`config.mk`:
```
export PLATFORM = sky130hd
export DESIGN_NAME = significand_rounder_flat
export DESIGN_NICKNAME = d
export VERILOG_FILES = /design/src/rtl/significand_rounder_pkg.sv /design/src/rtl/significand_rounder_if.sv /design/src/rtl/significand_rounder_round_decide.sv /design/src/rtl/significand_rounder.sv /design/src/flat_wrapper.sv
export SDC_FILE = /design/constraint.sdc
export NUM_CORES = 1
export LEC_CHECK = 0
export ABC_AREA = 1
export BUFFER_PORTS_ARGS = -buffer_cell sky130_fd_sc_hd__buf_4
export CAP_MARGIN = 20
export CORE_UTILIZATION = 43
export DETAILED_ROUTE_END_ITERATION = 16
export PLACE_DENSITY_LB_ADDON = 0.25
export SLEW_MARGIN = 40
export SYNTH_ARGS = -nofsm -noshare
export SYNTH_HDL_FRONTEND = slang
export SYNTH_SLANG_ARGS = --single-unit
```
`constraint.sdc`:
```
create_clock -name clk -period 3.3 [get_ports clk]
set_input_delay 0.33 -clock clk [delete_from_list [all_inputs] [get_ports clk]]
set_output_delay 0.33 -clock clk [all_outputs]
set_load 0.1 [all_outputs]
```
`src/rtl/significand_rounder_pkg.sv`:
```
// Shared FPU rounding definitions: rounding-mode encoding and significand widths.
package significand_rounder_pkg;

  // Rounding mode encoding carried on the RM field.
  typedef enum logic [1:0] {
    RM_RZ  = 2'b00,
    RM_RNE = 2'b01,
    RM_RU  = 2'b10,
    RM_RD  = 2'b11
  } rm_e;

  localparam int unsigned SIG_D_W   = 53;                   // double significand
  localparam int unsigned SIG_S_W   = 24;                   // single significand
  localparam int unsigned F1_W      = 55;                   // significand + round + sticky
  localparam int unsigned F2_W      = 54;                   // carry-out + significand
  localparam int unsigned SUM_S_W   = SIG_S_W + 1;          // single sum incl. carry-out
  localparam int unsigned SGL_PAD_W = F2_W - SUM_S_W;       // zero fill below single result
  localparam int unsigned SGL_LSB   = F1_W - SIG_S_W;       // position of single L bit in f1

endpackage

```
`src/rtl/significand_rounder_if.sv`:
```
// Bus between the normalizer and the significand rounder.
//   master: drives in_valid/s/db/f1/RM, receives out_valid/f2/siginx
//   slave : the rounder itself
interface significand_rounder_if;
  import significand_rounder_pkg::*;

  logic              in_valid;
  logic              s;
  logic              db;
  logic [F1_W-1:0]   f1;
  logic [1:0]        RM;
  logic              out_valid;
  logic [F2_W-1:0]   f2;
  logic              siginx;

  modport master (
    output in_valid, s, db, f1, RM,
    input  out_valid, f2, siginx
  );

  modport slave (
    input  in_valid, s, db, f1, RM,
    output out_valid, f2, siginx
  );
endinterface

```
`src/rtl/significand_rounder_round_decide.sv`:
```
// Round-increment decision shared by the significand and exponent rounding paths.
//   s     : sign of the result (1 = negative)
//   rm    : rounding mode
//   l/r/st: least-significant kept bit, round bit, sticky bit
//   inc_c : add one ulp to the truncated significand (combinational)
module significand_rounder_round_decide
  import significand_rounder_pkg::*;
(
  input  logic s,
  input  rm_e  rm,
  input  logic l,
  input  logic r,
  input  logic st,
  output logic inc_c
);

  always_comb begin
    inc_c = 1'b0;
    unique case (rm)
      RM_RZ:  inc_c = 1'b0;
      RM_RNE: inc_c = r & (l | st);        // ties go to the even neighbour
      RM_RU:  inc_c = ~s & (r | st);
      RM_RD:  inc_c = s & (r | st);
    endcase
  end

endmodule

```
`src/rtl/significand_rounder.sv`:
```
// Registered significand rounding stage (sigrnd): rounds a normalized
// double or single significand, producing carry-out and an inexact flag.
//   clk : rising-edge clock
//   rst : synchronous active-high reset
//   bus : slave side of significand_rounder_if (inputs sampled when in_valid,
//         results appear one cycle later with out_valid)
module significand_rounder
  import significand_rounder_pkg::*;
(
  input  logic                 clk,
  input  logic                 rst,
  significand_rounder_if.slave bus
);

  logic [SIG_D_W-1:0] sig_d;
  logic [SIG_S_W-1:0] sig_s;
  logic               lsb_c;
  logic               rnd_c;
  logic               stk_c;
  logic               inc_c;
  logic [F2_W-1:0]    sum_d;
  logic [SUM_S_W-1:0] sum_s;
  logic [F2_W-1:0]    f2_c;

  // Split f1 into kept significand and round/sticky for each precision.
  assign sig_d = bus.f1[F1_W-1:2];
  assign sig_s = bus.f1[F1_W-1:SGL_LSB];

  always_comb begin
    lsb_c = bus.f1[SGL_LSB];
    rnd_c = bus.f1[SGL_LSB-1];
    stk_c = |bus.f1[SGL_LSB-2:0];
    if (bus.db) begin
      lsb_c = bus.f1[2];
      rnd_c = bus.f1[1];
      stk_c = bus.f1[0];
    end
  end

  significand_rounder_round_decide u_round_decide (
    .s     (bus.s),
    .rm    (rm_e'(bus.RM)),
    .l     (lsb_c),
    .r     (rnd_c),
    .st    (stk_c),
    .inc_c (inc_c)
  );

  // Increment with carry-out kept; an all-ones significand wraps to 1.000..0.
  assign sum_d = {1'b0, sig_d} + F2_W'(inc_c);
  assign sum_s = {1'b0, sig_s} + SUM_S_W'(inc_c);
  assign f2_c  = bus.db ? sum_d : {sum_s, {SGL_PAD_W{1'b0}}};

  // Single output register bank; f2/siginx hold while no input is valid.
  always_ff @(posedge clk) begin
    if (rst) begin
      bus.out_valid <= 1'b0;
      bus.f2        <= '0;
      bus.siginx    <= 1'b0;
    end else begin
      bus.out_valid <= bus.in_valid;
      if (bus.in_valid) begin
        bus.f2     <= f2_c;
        bus.siginx <= rnd_c | stk_c;
      end
    end
  end

endmodule

```
`src/flat_wrapper.sv`:
```
// flat-port wrapper written by rule: the top's interface ports become plain ports
module significand_rounder_flat import significand_rounder_pkg::*;
  (clk, rst, bus_in_valid, bus_s, bus_db, bus_f1, bus_RM, bus_out_valid, bus_f2, bus_siginx);
  significand_rounder_if bus_i ();
  input  logic clk;
  input  logic rst;
  input wire logic [$bits(bus_i.in_valid)-1:0] bus_in_valid;
  input wire logic [$bits(bus_i.s)-1:0] bus_s;
  input wire logic [$bits(bus_i.db)-1:0] bus_db;
  input wire logic [$bits(bus_i.f1)-1:0] bus_f1;
  input wire logic [$bits(bus_i.RM)-1:0] bus_RM;
  output wire logic [$bits(bus_i.out_valid)-1:0] bus_out_valid;
  output wire logic [$bits(bus_i.f2)-1:0] bus_f2;
  output wire logic [$bits(bus_i.siginx)-1:0] bus_siginx;
  assign bus_i.in_valid = bus_in_valid;
  assign bus_i.s = bus_s;
  assign bus_i.db = bus_db;
  assign bus_i.f1 = bus_f1;
  assign bus_i.RM = bus_RM;
  assign bus_out_valid = bus_i.out_valid;
  assign bus_f2 = bus_i.f2;
  assign bus_siginx = bus_i.siginx;
  significand_rounder u_core (.clk(clk), .rst(rst), .bus(bus_i));
endmodule
```
==> impl_metrics.tcl <==
set metrics [dict create \
    muxShareOfSynthArea_pct 0 \
    cts_tree "built" \
    first_global_vias 4218 \
    vias 4698 \
    die_area_um2 9730 \
    synth_top_family_by_area "simple AND/OR/NAND/NOR gates" \
    cts.path.max_buffers 2 \
    syn-cell-area_um2 4020 \
    core_area_um2 8890 \
    start_util_pct 45.2 \
    p_clk_share_pct 25.6 \
    wl_um 13400 \
    dpl_cell_area_um2 4980 \
    postCtsSetupRepairBufs 0 \
    synth_warnings 0 \
    antenna_found_initial 0 \
    cp_slowest_cell "nor3_1" \
    ys_seq_elements 56 \
    min_period_over_period_pct 77.8 \
    final_max_slew_viol_count 0 \
    p_int_mw 1.10 \
    worstSetupPathType "input port to register" \
    hold_buffers 0 \
    fillers 915 \
    power.density_nw_per_um2 362 \
    cts-root-buf "clkbuf_8" \
    stdcell_count 900 \
    syn_area_per_cell_um2 5.89 \
    stdcell_area_um2 5090 \
    htreeDepth 2 \
    power_mw 1.84 \
    comb_power_share_pct 34.7 \
    synthAdderAreaFrac_pct 1.25 \
    die_h_um 98.6 \
    syn_to_final_growth_pct 26.8 \
    synth_xor_area_share_pct 0.654 \
    ir_drop_mv 0.212 \
    cp_top_family "simple AND/OR/NAND/NOR gates" \
    cp.arrival_ns 2.82 \
    path_buf_inv 2 \
    diodes 0 \
    finalClockSkew_ns 0 \
    endpoint_kind "register" \
    cpPeakStageDelay_ns 0.45 \
    viasPerCell 5.22 \
    ant_nets 0 \
    die_w_um 98.6 \
    port_buffers 117 \
    drv_cap 0 \
    sw_frac_of_total_pct 40.2 \
    path_clk_slew_ns 0.11 \
    clk_latency_ns 0.31 \
    pwr-share-seq_pct 39.7 \
    post_cts_resized 0 \
    cts.sinks 56 \
    avgRoutedWirePerCell_um 14.8 \
    critPathMaxFanout 5 \
    hpwl_um 10800 \
    setup_slack_ns 0.732 \
    final_cell_mix "179 x nand2_1, 121 x buf_4, 118 x nor2_1" \
    cts_buffers 5 \
    netlist_instances 682 \
    startpoint_type "input port" \
    overflow 0 \
    synth_cell_types 35 \
    synth-simple-area-share_pct 48.0 \
    dpl.cell_count 892 \
    maxClockFrequency_mhz 389 \
    track_usage_pct 28.0 \
    first_pass_iters 6 \
    synth_compound_area_share_pct 13.0 \
    hold_viol_final 0 \
    fin_tns_setup_ns 0 \
    whs_ns 0.319 \
    finalNetCount 857 \
    synth_fp_nets 748 \
    rsz0062_at_grt "no" \
    layout_commonest_cell "nand2_1" \
    drc 0 \
    layout-drive-gt1-share_pct 21.8 \
    grt_start_max_net_pins 47 \
    rows 34 \
    ys_seq_area_share_pct 27.9 \
    net-switching-power_mw 0.741 \
    critPathRequiredTime_ns 3.55 \
    finalSetupViolations 0 \
    status "completed" \
    crit_chain "buf_4, inv_1, nand3_1, nor2_1, nand4_1, o21ai_0, nand2_1, nand3_1, nand2_1, ha_1, ha_1, nand2_2, nor2_2, nand2_4, nor3_1, or2_1, nand3_1, a21oi_1" \
    min_period_ns 2.57 \
    finish.utilization_pct 57.2 \
    ios 118 \
    leakage_nw 2.46 \
    gp_congestion 0.949 \
    grt_pass1_wl_um 21500 \
    tightest_slew_ns 0.627 \
    drt_iter0_markers 349 \
    pre_cts_ws_ns 0.414 \
    relSlewSlack_pct 58.1 \
    hold_path_class "input port to register" \
    cpMostUsedCell "nand3_1" \
]
## power by group through the flow
stage | sequential [mW] | clock [mW] | combinational [mW]
2_1_floorplan | 1.00 | 0 | 0.181
3_3_place_gp | 0.746 | 0 | 0.635
3_5_place_dp | 0.746 | 0 | 0.637
4_1_cts | 0.731 | 0.486 | 0.638
5_1_grt | 0.736 | 0.507 | 0.680
6_report | 0.731 | 0.471 | 0.640
## cell families (layout without fill, tap and decap cells)
| family | after synthesis | in the layout |
|---|---|---|
| adder cells (fa/ha/maj) | 4 | 4 |
| buffers and inverters | 96 | 206 |
| flip-flops | 56 | 56 |
| XOR/XNOR | 3 | 3 |
| AND/OR/NAND/NOR | 424 | 424 |
| AO/OA/AOI/OAI | 99 | 99 |
## cell type report
cell class	instances	area [um2]	area share, %
timing repair buffer	121	908	17.8
sequential	56	1120	22.0
tap	108	135	2.65
clock buffer	5	68.8	1.35
clock inverter	3	42.5	0.836
multi-input combinational	530	2520	49.6
inverter	77	289	5.68
## worst paths after layout
kind	from	to	slack, ns	depth (start not counted)
setup reg to reg	u_core.bus.f2[20]	u_core.bus.f2[20]	2.56	2
hold reg to reg	u_core.bus.f2[7]	u_core.bus.f2[7]	0.47	2
setup / recovery	bus_f1[21]	u_core.bus.f2[22]	0.73	18
hold / removal	bus_f1[52]	u_core.bus.f2[50]	0.32	4
## worst register-to-register path: cells and delay by family, from the launching register on
kind	cells	cell delay, ns
AND/OR/NAND/NOR	1	0.08
AO/OA/AOI/OAI	1	0.17
flip-flops	1	0.43
## registers in the layout (all words and copies together) (netlist names)
register	flops
u_core.bus.out_valid	1
u_core.bus.siginx	1
u_core.bus.f2	54
## cell usage after synthesis, drive strengths merged
library cell / count / share of area [%]
nor2: 133 / 15
nand4: 10 / 1.6
o21ai: 34 / 4.3
a31o: 1 / 0.22
or2: 4 / 0.62
nor4: 2 / 0.31
dfxtp: 56 / 28
nand2: 194 / 19
and3: 1 / 0.16
ha: 4 / 1.2
xnor2: 2 / 0.44
and3b: 1 / 0.22
buf: 7 / 0.87
a31oi: 1 / 0.16
nand3: 65 / 8.6
xor2: 1 / 0.22
o211ai: 4 / 0.75
clkbuf: 12 / 1.1
inv: 77 / 7.2
nor3: 7 / 0.87
o221ai: 1 / 0.22
nand3b: 7 / 1.4
a21oi: 58 / 7.3
## routing by layer
| metal | global-route usage [%] | vias to the layer above | part of all wire [%] |
|---|---|---|---|
| li1 | - | 2403 | - |
| met1 | 43.4 | 2093 | 50 |
| met2 | 41.7 | 191 | 42 |
| met3 | 3.40 | 11 | 7.6 |
| met4 | 4.71 | 0 | 0.66 |
| met5 | 0 | - | 0 |
Power figures use the tool's default switching activity.
